### src/rtl/handshake_unpack_reg_if.sv
// Valid/ready bundle for the width down-converter.
// Wide side: input_valid/input_ready/input_payload/input_keep/input_last.
// Narrow side: output_valid/output_ready/output_payload/output_last.
// Modport master is the environment (producer + sink); slave is the converter.
interface handshake_unpack_reg_if #(
  parameter int unsigned W = 8,
  parameter int unsigned N = 4
);
  localparam int unsigned IW = $clog2(N);

  logic              input_valid;
  logic              input_ready;
  logic [N*W-1:0]    input_payload;
  logic [IW-1:0]     input_keep;
  logic              input_last;
  logic              output_valid;
  logic              output_ready;
  logic [W-1:0]      output_payload;
  logic              output_last;

  modport master (
    output input_valid,
    output input_payload,
    output input_keep,
    output input_last,
    output output_ready,
    input  input_ready,
    input  output_valid,
    input  output_payload,
    input  output_last
  );

  modport slave (
    input  input_valid,
    input  input_payload,
    input  input_keep,
    input  input_last,
    input  output_ready,
    output input_ready,
    output output_valid,
    output output_payload,
    output output_last
  );
endinterface

### src/rtl/handshake_unpack_reg.sv
// Registered valid/ready width down-converter: takes one N*W-bit word per
// input handshake and emits up to N W-bit beats, least-significant first.
// Ports:
//   clk   - rising-edge clock
//   rst_n - asynchronous active-low reset
//   bus   - slave modport of handshake_unpack_reg_if (wide in, narrow out)
// output_payload/output_last are decoded from registers only, so there is
// no combinational path from input_payload to output_payload.
module handshake_unpack_reg #(
  parameter int unsigned W = 8,
  parameter int unsigned N = 4
) (
  input  logic                   clk,
  input  logic                   rst_n,
  handshake_unpack_reg_if.slave  bus
);

  localparam int unsigned IW = $clog2(N);
  localparam int unsigned KW = IW + 1;

  typedef enum logic {
    EMPTY = 1'b0,
    BUSY  = 1'b1
  } state_t;

  state_t          state_q;
  state_t          state_d;

  logic [N*W-1:0]  word_q;
  logic [IW-1:0]   keep_q;
  logic [IW-1:0]   idx_q;
  logic            last_q;

  logic            output_valid;
  logic            final_beat;
  logic            input_ready;
  logic            in_fire;
  logic            out_fire;
  logic [W-1:0]    beat;
  logic            beat_last;
  logic [IW-1:0]   keep_clamped;

  // State register; BUSY is exactly "output_valid".
  always_ff @(posedge clk or negedge rst_n) begin
    if (!rst_n) begin
      state_q <= EMPTY;
    end else begin
      state_q <= state_d;
    end
  end

  // Next state: a final-beat handshake paired with a new word stays BUSY.
  always_comb begin
    state_d = state_q;
    case (state_q)
      EMPTY: begin
        if (in_fire) begin
          state_d = BUSY;
        end
      end
      BUSY: begin
        if (out_fire && final_beat && !in_fire) begin
          state_d = EMPTY;
        end
      end
      default: begin
        state_d = EMPTY;
      end
    endcase
  end

  // Output decode from registered state plus the downstream ready.
  always_comb begin
    output_valid = (state_q == BUSY);
    final_beat   = output_valid && (idx_q == keep_q);
    // Gated by rst_n so nothing is accepted while reset is asserted.
    input_ready  = rst_n && (!output_valid || (bus.output_ready && final_beat));
    in_fire      = bus.input_valid && input_ready;
    out_fire     = output_valid && bus.output_ready;
    beat_last    = last_q && final_beat;
    beat         = '0;
    for (int unsigned i = 0; i < N; i++) begin
      if (idx_q == IW'(i)) begin
        beat = word_q[i*W +: W];
      end
    end
  end

  // Keep values beyond the last beat collapse to a full word.
  always_comb begin
    keep_clamped = bus.input_keep;
    if ({1'b0, bus.input_keep} > KW'(N - 1)) begin
      keep_clamped = IW'(N - 1);
    end
  end

  // Word/keep/last capture and beat index advance.
  always_ff @(posedge clk or negedge rst_n) begin
    if (!rst_n) begin
      word_q <= '0;
      keep_q <= '0;
      last_q <= 1'b0;
      idx_q  <= '0;
    end else if (in_fire) begin
      word_q <= bus.input_payload;
      keep_q <= keep_clamped;
      last_q <= bus.input_last;
      idx_q  <= '0;
    end else if (out_fire && !final_beat) begin
      idx_q  <= idx_q + IW'(1);
    end
  end

  assign bus.input_ready    = input_ready;
  assign bus.output_valid   = output_valid;
  assign bus.output_payload = beat;
  assign bus.output_last    = beat_last;

endmodule
### src/flat_wrapper.sv
// flat-port wrapper written by rule: the top's interface ports become plain ports
module handshake_unpack_reg_flat 
#(
  parameter int unsigned W = 8,
  parameter int unsigned N = 4
)
  (clk, rst_n, bus_input_valid, bus_input_payload, bus_input_keep, bus_input_last, bus_output_ready, bus_input_ready, bus_output_valid, bus_output_payload, bus_output_last);
  handshake_unpack_reg_if #(.W(W), .N(N)) bus_i ();
  input  logic clk;
  input  logic rst_n;
  input wire logic [$bits(bus_i.input_valid)-1:0] bus_input_valid;
  input wire logic [$bits(bus_i.input_payload)-1:0] bus_input_payload;
  input wire logic [$bits(bus_i.input_keep)-1:0] bus_input_keep;
  input wire logic [$bits(bus_i.input_last)-1:0] bus_input_last;
  input wire logic [$bits(bus_i.output_ready)-1:0] bus_output_ready;
  output wire logic [$bits(bus_i.input_ready)-1:0] bus_input_ready;
  output wire logic [$bits(bus_i.output_valid)-1:0] bus_output_valid;
  output wire logic [$bits(bus_i.output_payload)-1:0] bus_output_payload;
  output wire logic [$bits(bus_i.output_last)-1:0] bus_output_last;
  assign bus_i.input_valid = bus_input_valid;
  assign bus_i.input_payload = bus_input_payload;
  assign bus_i.input_keep = bus_input_keep;
  assign bus_i.input_last = bus_input_last;
  assign bus_i.output_ready = bus_output_ready;
  assign bus_input_ready = bus_i.input_ready;
  assign bus_output_valid = bus_i.output_valid;
  assign bus_output_payload = bus_i.output_payload;
  assign bus_output_last = bus_i.output_last;
  handshake_unpack_reg #(.W(W), .N(N)) u_core (.clk(clk), .rst_n(rst_n), .bus(bus_i));
endmodule
### config.mk
export PLATFORM = sky130hd
export DESIGN_NAME = handshake_unpack_reg_flat
export DESIGN_NICKNAME = d
export VERILOG_FILES = /design/src/rtl/handshake_unpack_reg_if.sv /design/src/rtl/handshake_unpack_reg.sv /design/src/flat_wrapper.sv
export SDC_FILE = /design/constraint.sdc
export NUM_CORES = 1
export LEC_CHECK = 0
export CAP_MARGIN = 20
export CORE_UTILIZATION = 37
export CTS_BUF_LIST = sky130_fd_sc_hd__clkbuf_8
export DETAILED_ROUTE_END_ITERATION = 8
export GPL_TIMING_DRIVEN = 0
export HOLD_SLACK_MARGIN = 0.05
export PLACE_DENSITY = 0.68
export SETUP_SLACK_MARGIN = 0.1
export SLEW_MARGIN = 0
export SYNTH_ARGS = -nofsm -noshare
export SYNTH_HDL_FRONTEND = slang
export SYNTH_SLANG_ARGS = --single-unit
export TNS_END_PERCENT = 20
### constraint.sdc
create_clock -name clk -period 3.4 [get_ports clk]
set_clock_uncertainty 0.1 [all_clocks]
set_input_delay 1.02 -clock clk [delete_from_list [all_inputs] [get_ports clk]]
set_output_delay 1.02 -clock clk [all_outputs]
set_load 0.005 [all_outputs]
==> results of run 1 <==
-- Yosys cell counts, drive strengths merged (4+ instances only) --
| cell | count |
|---|---|
| dfrtp | 38 |
| nand2 | 47 |
| o32ai | 35 |
| inv | 39 |
| ha | 4 |
| o31ai | 7 |
| buf | 8 |
| nor2b | 8 |
| a221oi | 7 |
| clkbuf | 11 |
-- per-stage QoR --
stage	util (%)	power, W	setup TNS (ns)	setup slack (ns)
detailed placement	48.9	0.00214	-2.05	-0.524
global placement	48.6	0.00211	-40.85	-1.36
global route	51.1	0.00265	-0.112	-0.112
CTS	51.0	0.00247	-0.0190	-0.0152
floorplan	-	0.00167	0	0.549
finish	51.1	0.00247	0	0.0254
-- per-layer routing --
layer / up-vias / part of all wire [%] / GRT usage (%)
met3: 6 / 4.8 / 3.60
li1: 904 / - / -
met2: 60 / 47 / 28.2
met5: - / 0 / 0
met1: 915 / 47 / 25.6
met4: 0 / 0.83 / 4.46
-- worst min-delay path, delay by kind of cell, from the launching register on --
kind,cells,cell delay (ns)
AND/OR/NAND/NOR,1,0.05
AO/OA/AOI/OAI,1,0.09
flip-flops,1,0.34
-- state kept, by name (all words and copies together) (netlist names) --
register and flops:
u_core.last_q 1, u_core.word_q 32, u_core.bus.output_valid 1, u_core.idx_q 2
u_core.keep_q 2
-- area by class of cell --
class                      instances  area share (%)
multi-input combinational        127            35.5
sequential                        38            31.1
timing repair buffer              53            17.4
buffer                            19            5.19
inverter                          39            4.78
tap                               75            3.06
clock buffer                       6            2.70
clock inverter                     2           0.286
-- power groups by stage --
| stage | Sequential [W] | Clock (W) | Combinational [W] |
|---|---|---|---|
| after global routing | 0.000813 | 0.000348 | 0.00149 |
| after CTS | 0.000786 | 0.000329 | 0.00136 |
| after floorplan | 0.000757 | 0 | 0.000918 |
| final | 0.000788 | 0.000323 | 0.00136 |
| after global placement | 0.000791 | 0 | 0.00132 |
| after detailed placement | 0.000798 | 0 | 0.00135 |
-- kinds of logic (layout without fill, tap and decap cells) --
kind of cell / after synthesis / in the layout / synth area share, %
adders and majority gates: 4 / 4 / 2.15
xor gates and xnor gates: 2 / 2 / 1.08
AOI/OAI and AO/OA: 59 / 59 / 30.9
and+or+nand+nor: 62 / 62 / 12.2
DFF: 38 / 38 / 40.9
buffers and inverters: 58 / 119 / 12.8
-- worst paths after layout --
| path | slack, ns | startpoint | endpoint | cells past startpoint |
|---|---|---|---|---|
| max in group asynchronous | 2.13 | rst_n | u_core.word_q[4] | 2 |
| worst min register to register | 0.43 | u_core.last_q | u_core.last_q | 2 |
| min in group asynchronous | 0.59 | rst_n | u_core.bus.output_valid | 1 |
| worst max register to register | 1.36 | u_core.idx_q[1] | u_core.word_q[12] | 5 |
| worst max-delay path | 0.03 | u_core.idx_q[0] | bus_output_payload[0] | 6 |
| worst min-delay path | 0.43 | u_core.last_q | u_core.last_q | 2 |
-- timing repair --
item	CTS	global route
resized for setup	20	2
setup endpoints to repair	9	3
pin swaps	5	1
buffers inserted	2	1
endpoints found under the hold margin	0	0
hold buffers	0	0
==> impl_metrics.csv, run 1 <==
group,metric,value,unit
routing,wirelength,5.55,mm
logic_synthesis,post_synth_instance_area,0.00232,mm^2
logic_synthesis,synthTopCellsByArea,"dfrtp_1 41%, o32ai_2 21%, nand2_1 7.6%",
clocking,clk_pin_slew,0.08,ns
clocking,htreeDepth,2,
sta,period_minus_slack,3.37,ns
cells_and_area,layout_commonest_cell,"nand2_1",
clocking,clock_sinks,38,
cells_and_area,final_cell_mix,"47 x nand2_1, 40 x clkdlybuf4s50_1, 39 x inv_1",
cells_and_area,final_area,0.00306,mm^2
critical_path,setup.worst_path.end_class,"output port",
critical_path,arrival,2.25,ns
cells_and_area,multiInputGateArea,0.00109,mm^2
power,power_frac_seq,31.9,%
placed_design,globalplace.congestion,0.763,
die,die_area,0.00660,mm^2
logic_synthesis,synth_top_cell_area_share,40.9,%
critical_path,slowest_stage,"clkdlybuf4s50_1",
cells_and_area,antenna_cells,0,
cells_and_area,area_growth,31.8,%
routing,drt.antenna.violating_nets,0,
global_route,grt_first_pass_wirelength,8.98,mm
power,internal-power,0.00149,W
logic_synthesis,syn_inst,223,
clocking,cts_buffer_depth,2,
placed_design,dpl.hpwl,3.90,mm
die,fp-row-count,28,
routing,routedWlPerCell,15.5,um
sta,whs,0.433,ns
logic_synthesis,ys_async_sr_fraction,100,%
placed_design,placed_area,0.00293,mm^2
sta,relSlewSlack,50.4,%
power,clkPwrFrac,13.1,%
global_route,grt_max_degree,22,
die,die_h,81.3,um
routing,avgViaCountPerCell,5.25,
die,die_w,81.3,um
power,ir_drop,0.313,mV
routing,drt_iter0_drc,131,
routing,drt-pass1-iter-count,4,
logic_synthesis,synth_seq_area_share,40.9,%
logic_synthesis,syn-num-nets,266,
die,core_area,0.00599,mm^2
flow_run,cap_violations,0,
placed_design,placed_cells,348,
sta,max_freq,296,MHz
clocking,cts_tree,"built",
cells_and_area,nets,326,
clocking,worstSkewPairLatency,0.29,ns
logic_synthesis,synth_edf_count,0,
routing,vias,1885,
placed_design,portBuffers,49,
critical_path,path_max_fanout,10,
critical_path,cp_slowest_stage_delay,0.54,ns
clocking,clock-root-buffer,"clkbuf_8",
sta,period_share,99.3,%
global_route,gr-total-overflow,0,
outcome,status,"complete, no violations",
critical_path,critPathBufInv,2,
sta,slew_violations,0,
routing,drc,0,
critical_path,crit_type,"reg -> out",
global_route,antenna_found_initial,0,
logic_synthesis,syn_area_per_cell,10.4,um^2
logic_synthesis,ys_seq_elements,38,
cells_and_area,fill_cells,565,
die,ios,50,
sta,hold_viol_final,0,
critical_path,startpoint_type,"flop",
critical_path,crit_chain,"ha_1, clkbuf_4, nor2b_4, a221oi_1, o31ai_1, clkdlybuf4s50_1",
global_route,grt_pass1_vias,1844,
cells_and_area,stdcell_count,359,
logic_synthesis,yosys_warnings,0,
sta,worst_slew_pin_slew,0.745,ns
global_route,gr-usage-all-layers,18.1,%
hold_path,hold_path_class,"reg -> reg",
sta,setup_viol,0,
clocking,numCtsBuffers,5,
power,switching_share,39.5,%
logic_synthesis,netlist-cell-type-count,28,
power,p_switching,0.000975,W
critical_path,cp.required,2.28,ns
power,p_comb_share,55.0,%
die,start_util,38.8,%
logic_synthesis,yosys.area.top_type,"dfrtp_1",
logic_synthesis,synth-main-ff-cell,"dfrtp_1",
power,power_density,806,mW/mm^2
sta,rsz0062_at_grt,"yes",
cells_and_area,layout-drive-gt1-share,21.1,%
power,cellLeakagePower,1.40,nW
critical_path,crit_family,"buffers and inverters",
cells_and_area,seq_area,953,um^2
Power figures use the tool's default switching activity.
==> run 2: changes to the inputs <==
Settings changed: PLACE_DENSITY 0.68 to 0.71.
Clock period 3.4 ns to 2.8 ns, I/O delays scaled along.
==> impl_metrics.csv, run 2 (synthesized netlist as in run 1, its figures left out) <==
group,metric,value,unit
outcome,status,"complete, no violations",
routing,avgViaCountPerCell,5.24,
die,core_area,0.00599,mm^2
critical_path,slowest_stage,"dfrtp_2",
clocking,clock_sinks,38,
flow_run,cap_violations,0,
global_route,antenna_found_initial,0,
power,cellLeakagePower,1.52,nW
clocking,cts_buffer_depth,2,
sta,whs,0.325,ns
die,start_util,38.8,%
sta,setup_viol,0,
power,ir_drop,0.399,mV
cells_and_area,nets,340,
critical_path,setup.worst_path.end_class,"output port",
routing,drt_iter0_drc,139,
cells_and_area,largest_reg_flops,32,
critical_path,r2r_slack,0.70,ns
critical_path,timing.rr.start,"u_core.idx_q[1]",
placed_design,dpl.hpwl,3.81,mm
critical_path,reg2reg_depth,6,
sta,period_minus_slack,2.76,ns
critical_path,crit_type,"reg -> out",
sta,max_freq,363,MHz
power,finalPower,0.00346,W
die,fp-row-count,28,
global_route,grt_first_pass_wirelength,9.80,mm
cells_and_area,top_register,"u_core.word_q",
cells_and_area,area_growth,43.6,%
placed_design,post-place-ws,-0.790,ns
die,die_h,81.3,um
routing,drt.antenna.violating_nets,0,
global_route,gr-usage-all-layers,19.9,%
routing,vias,1954,
critical_path,startpoint_type,"flop",
placed_design,globalplace.congestion,0.784,
hold_path,hold_path_class,"in -> async",
sta,slew_violations,0,
sta,hold_viol_final,0,
clocking,cts_tree,"built",
global_route,grt_pass1_vias,1966,
sta,relSlewSlack,50.8,%
sta,period_share,98.4,%
sta,rsz0062_at_grt,"yes",
die,die_w,81.3,um
clocking,numCtsBuffers,5,
global_route,grt_max_degree,30,
critical_path,cp-startpoint,"u_core.idx_q[0]",
routing,drt-pass1-iter-count,4,
routing,wirelength,5.99,mm
cells_and_area,final_cell_mix,"47 x nand2_1, 37 x inv_1, 37 x clkdlybuf4s50_1",
sta,timing.final.ws_setup,0.0444,ns
clocking,clk_pin_slew,0.07,ns
die,ios,50,
critical_path,cp.required,1.86,ns
die,die_area,0.00660,mm^2
placed_design,portBuffers,49,
cells_and_area,antenna_cells,0,
routing,drc,0,
cells_and_area,largestRegisters,"u_core.word_q: 32 flops, u_core.idx_q: 2 flops, u_core.keep_q: 2 flops",
clocking,clock-root-buffer,"clkbuf_8",
cells_and_area,layout_commonest_cell,"nand2_1",
power,power_density,1040,mW/mm^2
critical_path,crit_family,"flip-flops",
clocking,worstSkewPairLatency,0.29,ns
clocking,htreeDepth,2,
sta,worst_slew_pin_slew,0.738,ns
cells_and_area,layout-drive-gt1-share,33.6,%
routing,routedWlPerCell,16.0,um
critical_path,cp_slowest_stage_delay,0.47,ns
global_route,gr-total-overflow,0,
critical_path,path_max_fanout,4,
critical_path,critPathBufInv,3,
critical_path,crit_chain,"inv_4, ha_4, nor2b_4, buf_6, a221oi_2, o31ai_1, buf_2",
critical_path,arrival,1.82,ns
critical_path,r2r-end,"u_core.word_q[5]",
clocking,holdBufCountCts,0,
==> run 2: changes by cell type in the layout (fill, tap and decap cells not counted), sizes merged <==
cell,change
clkdlybuf4s15,-1
dlygate4sd2,-6
clkdlybuf4s50,-3
buf,+24
==> run 2: repair_timing <==
item | CTS | global route
pin swaps | 8 | 6
setup buffers | 17 | 1
endpoints found under the hold margin | 0 | 0
endpoints found under the setup margin | 10 | 10
gates resized for setup | 82 | 8
==> run 2: per-stage QoR <==
| step | util (%) | TNS (ns) | cells | cell area, um^2 |
|---|---|---|---|---|
| floorplan | - | 0 | 223 | 2320 |
| global placement | 48.6 | -70.46 | 347 | 2910 |
| detailed placement | 48.8 | -5.54 | 348 | 2920 |
| CTS | 55.4 | 0 | 373 | 3320 |
| global route | 55.7 | -0.0175 | 373 | 3340 |
| finish | 55.7 | 0 | 373 | 3340 |
==> run 2: layer usage <==
metal / wire, um / part of all wire, % / global-route usage (%)
met1: 2610 / 44 / 26.3
met2: 2980 / 50 / 32.8
met3: 327 / 5.5 / 4.16
met4: 61 / 1.0 / 5.18
met5: 0 / 0 / 0
==> run 2: worst reg2reg max path, delay by kind of cell, from the launching register on <==
kind / cells / cell delay [ns]
buf+inv: 3 / 0.58
simple gates: 1 / 0.57
flops: 1 / 0.45
xor+xnor: 1 / 0.18
compound gates: 1 / 0.10
==> run 2: worst max path at each step <==
stage | endpoint | cells after the start | slack [ns]
2_1_floorplan | bus_output_payload[0] | 6 | 0.28
3_3_place_gp | bus_input_ready | 3 | -1.59
3_5_place_dp | bus_input_ready | 6 | -0.79
4_1_cts | bus_output_payload[5] | 9 | 0.02
5_1_grt | bus_output_payload[1] | 7 | -0.02
6_report | bus_output_payload[1] | 7 | 0.04
==> run 2: cell type report <==
class | count | area, um^2
sequential | 38 | 953
buffer | 18 | 186
clock inverter | 2 | 8.76
timing repair buffer | 68 | 624
tap | 75 | 93.8
fill | 526 | 2650
clock buffer | 6 | 82.6
multi-input combinational | 127 | 1240
inverter | 39 | 151
==> run 2: report_power, final <==
part	leakage [nW]	switching [W]	internal (W)	total, W
sequential	0.474	0.000208	0.000800	0.00101
combinational	0.993	0.000975	0.00108	0.00206
clock	0.0524	0.000202	0.000195	0.000398
total	1.52	0.00139	0.00208	0.00346
